===== config.mk =====
export PLATFORM = sky130hd
export DESIGN_NAME = raw_word_packer
export DESIGN_NICKNAME = d
export VERILOG_FILES = /design/src/rtl/raw_word_packer.sv
export SDC_FILE = /design/constraint.sdc
export NUM_CORES = 1
export LEC_CHECK = 0
export BUFFER_PORTS_ARGS = -buffer_cell sky130_fd_sc_hd__buf_4
export CORE_MARGIN = 2
export CORE_UTILIZATION = 45
export DETAILED_ROUTE_END_ITERATION = 8
export GPL_TIMING_DRIVEN = 0
export PLACE_DENSITY_LB_ADDON = 0.12
export SLEW_MARGIN = 10
export SYNTH_ARGS = -nofsm -noshare
export SYNTH_HDL_FRONTEND = slang
export SYNTH_SLANG_ARGS = --single-unit

===== constraint.sdc =====
create_clock -name clk -period 3.89 [get_ports clk]
set_input_delay 0.1945 -clock clk [delete_from_list [all_inputs] [get_ports clk]]
set_output_delay 0.1945 -clock clk [all_outputs]
set_load 0.05 [all_outputs]

===== src/rtl/raw_word_packer.sv =====
`default_nettype none
// ============================================================================
//  Module     : raw_word_packer
//  Description: Packs an 8-bit RAW Bayer pixel stream into 32-bit words and
//               drives write address/enable for port A of the frame buffer.
//               Tracks frame boundaries, wraps the word address after the
//               last word of a frame and gates capture at frame start.
//  Revision   : 1.0 - initial release
// ----------------------------------------------------------------------------
//  Parameters :
//    WORDS_PER_FRAME  32-bit words per frame (frame pixels / 4)
//    ADDR_W           word address width, 2**ADDR_W >= WORDS_PER_FRAME
//  Ports :
//    clk          in   system clock, rising edge
//    reset        in   asynchronous reset, active low
//    capture_en   in   1 = frames may be written (sampled at frame start)
//    frame_start  in   one-cycle pulse, start of a new frame
//    pix_valid    in   pix_data valid this cycle
//    pix_data     in   [7:0] RAW pixel byte
//    wr_data      out  [31:0] packed word to RAM port A
//    wr_addr      out  [ADDR_W-1:0] word address to RAM port A
//    wr_en        out  one-cycle write strobe
//    frame_done   out  pulse with the final write of a frame
//    frame_err    out  pulse one cycle after a frame was aborted short
//  Configuration macro :
//    RAW_PACK_MSB_FIRST_EN  defined -> first byte of a group lands in
//                           wr_data[31:24]; default -> first byte in [7:0]
// ============================================================================
module raw_word_packer #(
    parameter int WORDS_PER_FRAME = 76800,
    parameter int ADDR_W          = 17
) (
    input  logic              clk,
    input  logic              reset,
    input  logic              capture_en,
    input  logic              frame_start,
    input  logic              pix_valid,
    input  logic [7:0]        pix_data,
    output logic [31:0]       wr_data,
    output logic [ADDR_W-1:0] wr_addr,
    output logic              wr_en,
    output logic              frame_done,
    output logic              frame_err
);

    localparam logic [ADDR_W-1:0] LAST_ADDR = ADDR_W'(WORDS_PER_FRAME - 1);

    typedef enum logic [1:0] {
        ST_IDLE   = 2'd0,
        ST_ACTIVE = 2'd1,
        ST_DONE   = 2'd2
    } state_t;

    state_t            state_q, state_d;
    logic [1:0]        byte_cnt_q, byte_cnt_d;
    logic [2:0][7:0]   lanes_q, lanes_d;        // first three bytes of a group
    logic [ADDR_W-1:0] next_addr_q, next_addr_d; // address of the next word
    logic [31:0]       wr_data_q, wr_data_d;
    logic [ADDR_W-1:0] wr_addr_q, wr_addr_d;
    logic              wr_en_q, wr_en_d;
    logic              frame_done_q, frame_done_d;
    logic              frame_err_q, frame_err_d;

    // Effective byte lane / address / acceptance after frame_start has been
    // applied, so a byte arriving with frame_start becomes lane 0 of word 0.
    logic              accept;
    logic [1:0]        cnt_eff;
    logic [ADDR_W-1:0] addr_eff;

    always_comb begin
        state_d      = state_q;
        byte_cnt_d   = byte_cnt_q;
        lanes_d      = lanes_q;
        next_addr_d  = next_addr_q;
        wr_data_d    = wr_data_q;
        wr_addr_d    = wr_addr_q;
        wr_en_d      = 1'b0;
        frame_done_d = 1'b0;
        frame_err_d  = 1'b0;
        accept       = (state_q == ST_ACTIVE);
        cnt_eff      = byte_cnt_q;
        addr_eff     = next_addr_q;

        if (frame_start) begin
            // A frame_start while still collecting means the frame was short.
            frame_err_d = (state_q == ST_ACTIVE);
            state_d     = capture_en ? ST_ACTIVE : ST_IDLE;
            accept      = capture_en;
            cnt_eff     = 2'd0;
            addr_eff    = '0;
            byte_cnt_d  = 2'd0;
            next_addr_d = '0;
        end

        if (accept && pix_valid) begin
            if (cnt_eff == 2'd3) begin
`ifdef RAW_PACK_MSB_FIRST_EN
                wr_data_d = {lanes_q[0], lanes_q[1], lanes_q[2], pix_data};
`else
                wr_data_d = {pix_data, lanes_q[2], lanes_q[1], lanes_q[0]};
`endif
                wr_en_d    = 1'b1;
                wr_addr_d  = addr_eff;
                byte_cnt_d = 2'd0;
                if (addr_eff == LAST_ADDR) begin
                    frame_done_d = 1'b1;
                    next_addr_d  = '0;
                    state_d      = ST_DONE;
                end else begin
                    next_addr_d  = addr_eff + ADDR_W'(1);
                end
            end else begin
                case (cnt_eff)
                    2'd0:    lanes_d[0] = pix_data;
                    2'd1:    lanes_d[1] = pix_data;
                    2'd2:    lanes_d[2] = pix_data;
                    default: lanes_d    = lanes_q;
                endcase
                byte_cnt_d = cnt_eff + 2'd1;
            end
        end
    end

    always_ff @(posedge clk or negedge reset) begin
        if (!reset) begin
            state_q      <= ST_IDLE;
            byte_cnt_q   <= 2'd0;
            lanes_q      <= '0;
            next_addr_q  <= '0;
            wr_data_q    <= '0;
            wr_addr_q    <= '0;
            wr_en_q      <= 1'b0;
            frame_done_q <= 1'b0;
            frame_err_q  <= 1'b0;
        end else begin
            state_q      <= state_d;
            byte_cnt_q   <= byte_cnt_d;
            lanes_q      <= lanes_d;
            next_addr_q  <= next_addr_d;
            wr_data_q    <= wr_data_d;
            wr_addr_q    <= wr_addr_d;
            wr_en_q      <= wr_en_d;
            frame_done_q <= frame_done_d;
            frame_err_q  <= frame_err_d;
        end
    end

    assign wr_data    = wr_data_q;
    assign wr_addr    = wr_addr_q;
    assign wr_en      = wr_en_q;
    assign frame_done = frame_done_q;
    assign frame_err  = frame_err_q;

endmodule
`default_nettype wire


# ---- Word level (Yosys, flattened, before mapping)
# Cells that the tools add are included.
# Widths: inputs -> output; s select.
dict set report classes {
  bitwise_logic 1
  n_eq_ne 5
  n_reduce_logical 6
  n_addsub 2
  n_mux 19
}
# op n
set op_table {}
lappend op_table {{$mux 17} 4}
lappend op_table {{$add 17x1->17 const B} 1}
lappend op_table {{$eq 17x17->1 const B} 1}
lappend op_table {{$mux 2} 7}
lappend op_table {{$reduce_and 3->1} 3}
lappend op_table {{$mux 1} 8}
lappend op_table {{$eq 2x1->1 const B} 2}
lappend op_table {{$eq 2x2->1 const B} 2}
lappend op_table {{$add 2x1->2 const B} 1}
lappend op_table {{$logic_not 2->1} 1}
lappend op_table {{$reduce_and 2->1} 1}
lappend op_table {{$logic_and 1x1->1} 1}
lappend op_table {{$not 1->1} 1}
dict set report word_totals {
  ff_bits 97
  word_cells 44
}

# ---- Logic depth before layout (Yosys ltp)
dict set report depth {
  depth_word 5
  depth_mapped 12
  mapped_depth_nobuf 9
}

# ---- Least setup slack after synthesis
# No wires, ideal clock.
dict set report synth_path {
  kind {input to register}
  startpoint {in frame_start}
  endpoint {reg state_q[0]}
  t_required_ns 3.763
  path_slack_ns 1.584
  stages 12
  t_arrival_ns 2.179
  cell_sequence {buf_2 inv_1 clkbuf_1 nand2_1 inv_1 ha_1 and4b_1 nand2_1 or2_2 nor2_1 buf_4 a21oi_1}
}
dict set report synth_via {
  elab_chain_cells 5
  elab_cells_between_ends 10
  cone_classes {eq/ne (2); mux (7); reduce/logical (1)}
}
# element line
set synth_rtl {}
lappend synth_rtl {{from (decl)} 36} ;# input logic frame_start,
lappend synth_rtl {{$mux 17} 84} ;# if (frame_start) begin
lappend synth_rtl {{$eq 17x17->1} 105} ;# if (addr_eff == LAST_ADDR) begin
lappend synth_rtl {{$mux 2} 105}
lappend synth_rtl {{$mux 2} 96} ;# if (cnt_eff == 2'd3) begin
lappend synth_rtl {{$mux 2 (*)} 95} ;# if (accept && pix_valid) begin
lappend synth_rtl {{via state_d[0]} 54} ;# state_t state_q, state_d;
lappend synth_rtl {{to (signal assigned)} 136} ;# state_q <= state_d;
lappend synth_rtl {{to (decl)} 54}
# The timed path passes the listed nets; every way through them passes the cells marked *.
# A chain may end at the register's enable or synchronous reset.

# ---- Worst setup path in the final report
dict set report layout_path {
  startpoint {in frame_start}
  endpoint {reg next_addr_q[5]}
}
dict set report layout_via {
  elab_chain_cells 5
  elab_cells_between_ends 10
  cone_classes {add/sub (1); eq/ne (2); mux (6); reduce/logical (1)}
}
# element line
set layout_rtl {}
lappend layout_rtl {{$mux 17} 84}
lappend layout_rtl {{$add 17x1->17 or $eq 17x17->1 (tied branches)} {110, 105}}
lappend layout_rtl {{$mux 17} 105}
lappend layout_rtl {{$mux 17} 96}
lappend layout_rtl {{$mux 17 (*)} 95}
lappend layout_rtl {{via next_addr_d[5]} 57} ;# logic [ADDR_W-1:0] next_addr_q, next_addr_d;
lappend layout_rtl {{to (signal assigned)} 139} ;# next_addr_q <= next_addr_d;
lappend layout_rtl {{to (decl)} 57}
# Marked as above.

==> reports/summary.txt <==
Die Height: 98.55 microns
Synthesized area: 4023 sq um
Net Count, Synth: 396
Clk Latency, worst-skew pair: 370 ps
Layout cells sized above 1: 27.51%
LEAKAGE: 0.002535 uW
Port Buf Inserts: 64
Asr flop ratio synth: 100.0%
Most common cell after layout, fill and taps aside: nand2_1
CTS-repair resized insts: 0
Post-synth EDFFs: 0
Final hold vios: 0
CP Buf/Inv Count: 6
Crit. path cell count: 13
CTS tree: built
Setup bufs post-CTS: 0
ANT cells: 0
Vias in the first global route: 2,852
Count of clock tree sinks: 97
Mapped Avg Cell Area: 10.64 sq um
RSZ-0062 raised after global routing: false
Reg2reg path depth: 9
Final clock period utilization by the worst path: 70.21%
Final setup vio count: 0
Worst path slowest cell: clkbuf_1
Post-synthesis sequential area ratio: 60.34%
Skew final: 12.72 ps
Total GRT Usage: 18.64%
WP data arrival: 2990 ps
Pwr dens: 413.1 nW/um^2
Hold-fix buffers at CTS: 0
Worst-Margin Slew: 880.3 ps
Maximum fanout along the worst path: 10
Final setup TNS: 0 ps
Top_reg_cell synth: dfrtp_1
Initial antenna violation count: 0
Critical path required time: 4150 ps
Fmax: 366.2 MHz
Min cycle time layout: 2731 ps
Clock slew at reported path FFs: 100 ps
Synth Register Bits: 97
Top delay family on crit path: simple AND/OR/NAND/NOR gates
Reg area: 2427 sq um
H-Tree Depth: 3
Synth-to-layout area growth: 20.59%
Post-DRT Antenna Nets: 0
Fin cells: 566
Largest stage delay, worst path: 430 ps
Final wirelength: 8595 microns
Placed cell count: 550
CTS max path bufs: 2
Worst Hold Class: input port to register
Vias per cell: 4.968
Core area: 8678 sq um
Slew Viols, Final: 0
Gpl congestion: 0.8654
First-pass GRT wire length: 14,150 microns
DRT Pass-1 Iters: 4
Crit start category: input port
Final net count: 472
Num CTS Buffers: 9
Die width: 98.55 microns
Hold depth: 3
Vias after detailed routing: 2,812
Largest net degree at the start of global routing: 98
DR WL/cell: 15.19 microns
Root buf cell: clkbuf_8
Status: completed
Endpoint class of the critical path: register
Syn Inst Count: 378
Io pins: 65
CP Class: input port to register
Max-cap violation count: 0
Slew margin rel.: 41.32%
CP cell instances: buf_4, buf_2, inv_1, clkbuf_1, nand2_1, inv_1, ha_1, and4b_1, nand2_1, or2_2, nor2_1, buf_4, nor2_1
Initial Util: 46.35%
Most frequent cells in the layout: nand2_1, dfrtp_1, buf_4
HPWL Detailed: 5905 microns
DRC: 0
Fillers: 777
Grt total ovfl: 0
Initial DRC Count: 72
Peak VDD IR: 211.6 uV
Unique cell type count in the Yosys netlist: 36
Area of the multi-input gates: 1486 sq um
Die ar.: 9711 sq um
Placement Rows: 34
Yosys warning count: 0
[cells in the mapped netlist, drive strengths merged (2+ instances only)]
library cell	n	share of area, %
nand2	139	13
dfrtp	97	60
mux2	28	7.8
nor2	15	1.4
buf	12	2.0
o21ai	12	1.5
xnor2	11	2.4
nand3	6	0.75
nand4	6	0.93
nor2b	6	0.93
ha	5	1.6
xor2	5	1.1
and4	4	0.87
nor3	4	0.50
a21oi	3	0.37
and3	3	0.47
clkbuf	3	0.28
inv	3	0.28
nor3b	2	0.37
nor4	2	0.31
[worst paths after layout]
| path | start | to | slack (ps) |
|---|---|---|---|
| worst min-delay path | pix_data[0] | wr_data[24] | 60 |
| min in group asynchronous | reset | wr_data[0] | 470 |
| worst max-delay path | frame_start | next_addr_q[5] | 1160 |
| worst max register to register | byte_cnt_q[0] | next_addr_q[5] | 1610 |
| max in group asynchronous | reset | next_addr_q[0] | 2810 |
| worst min register to register | state_q[1] | frame_err | 460 |
[worst register-to-register path, stage by stage, from the launching register on]
cell and delay, ps:
dfrtp_1 350, nand2_1 120, inv_1 110, ha_1 240, and4b_1 300, nand2_1 130
or2_2 320, nor2_1 300, buf_4 250, nor2_1 60
[routing by layer]
metal / GRT usage, % / share of wire [%] / vias to the layer above
li1: - / - / 1384
met1: 24.54 / 47 / 1359
met2: 30.93 / 48 / 56
met3: 3.333 / 3.2 / 13
met4: 7.271 / 1.8 / 0
met5: 0 / 0 / -
[report_power, final]
group	switching (uW)	internal (uW)
sequential	40.5	1090
clock	365	318
combinational	105	86.0
total	511	1490
[sequential cells by signal, summed over array words and instances, names as in the netlist]
| name | cells |
|---|---|
| next_addr_q | 17 |
| state_q | 2 |
| wr_data | 32 |
| lanes_q | 24 |
| frame_done | 1 |
| wr_addr | 17 |
| frame_err | 1 |
| wr_en | 1 |
| byte_cnt_q | 2 |
[through the flow]
stage          utilization [%]  cell area (sq um)  setup slack, ps  hold WS (ps)  power, uW
2_1_floorplan                -               4023             1584        -101.1       1266
3_3_place_gp             53.45               4638            755.1         432.5       1334
4_1_cts                  55.74               4837             1107         49.80       2024
6_report                 55.90               4851             1159         58.08       2004
3_5_place_dp             53.45               4638            729.7         443.8       1343
5_1_grt                  55.90               4851            912.7         56.23       2084
[logic make-up (layout without fill, tap and decap cells)]
kind of cell             count (synthesis)  after routing  share of synthesized area, %
AND/OR/NAND/NOR                        195            195                         21.31
flip-flops                              97             97                         60.34
multiplexers                            29             29                         8.087
buffers and inverters                   19             99                         2.706
AO/OA/AOI/OAI                           17             17                         2.519
XOR/XNOR                                16             16                         3.484
adder cells (fa/ha/maj)                  5              5                         1.555
[final cells by class]
class	instances	share of cell area (%)
clock buffers	10	2.837
plain buffers	15	1.909
flip-flops and latches	97	50.04
repair buffers	65	10.19
multi-input cells	262	30.64
clock inverters	5	1.264
inverters	4	0.3353
well taps	108	2.786
No activity file was read; power rests on OpenSTA's default activity.
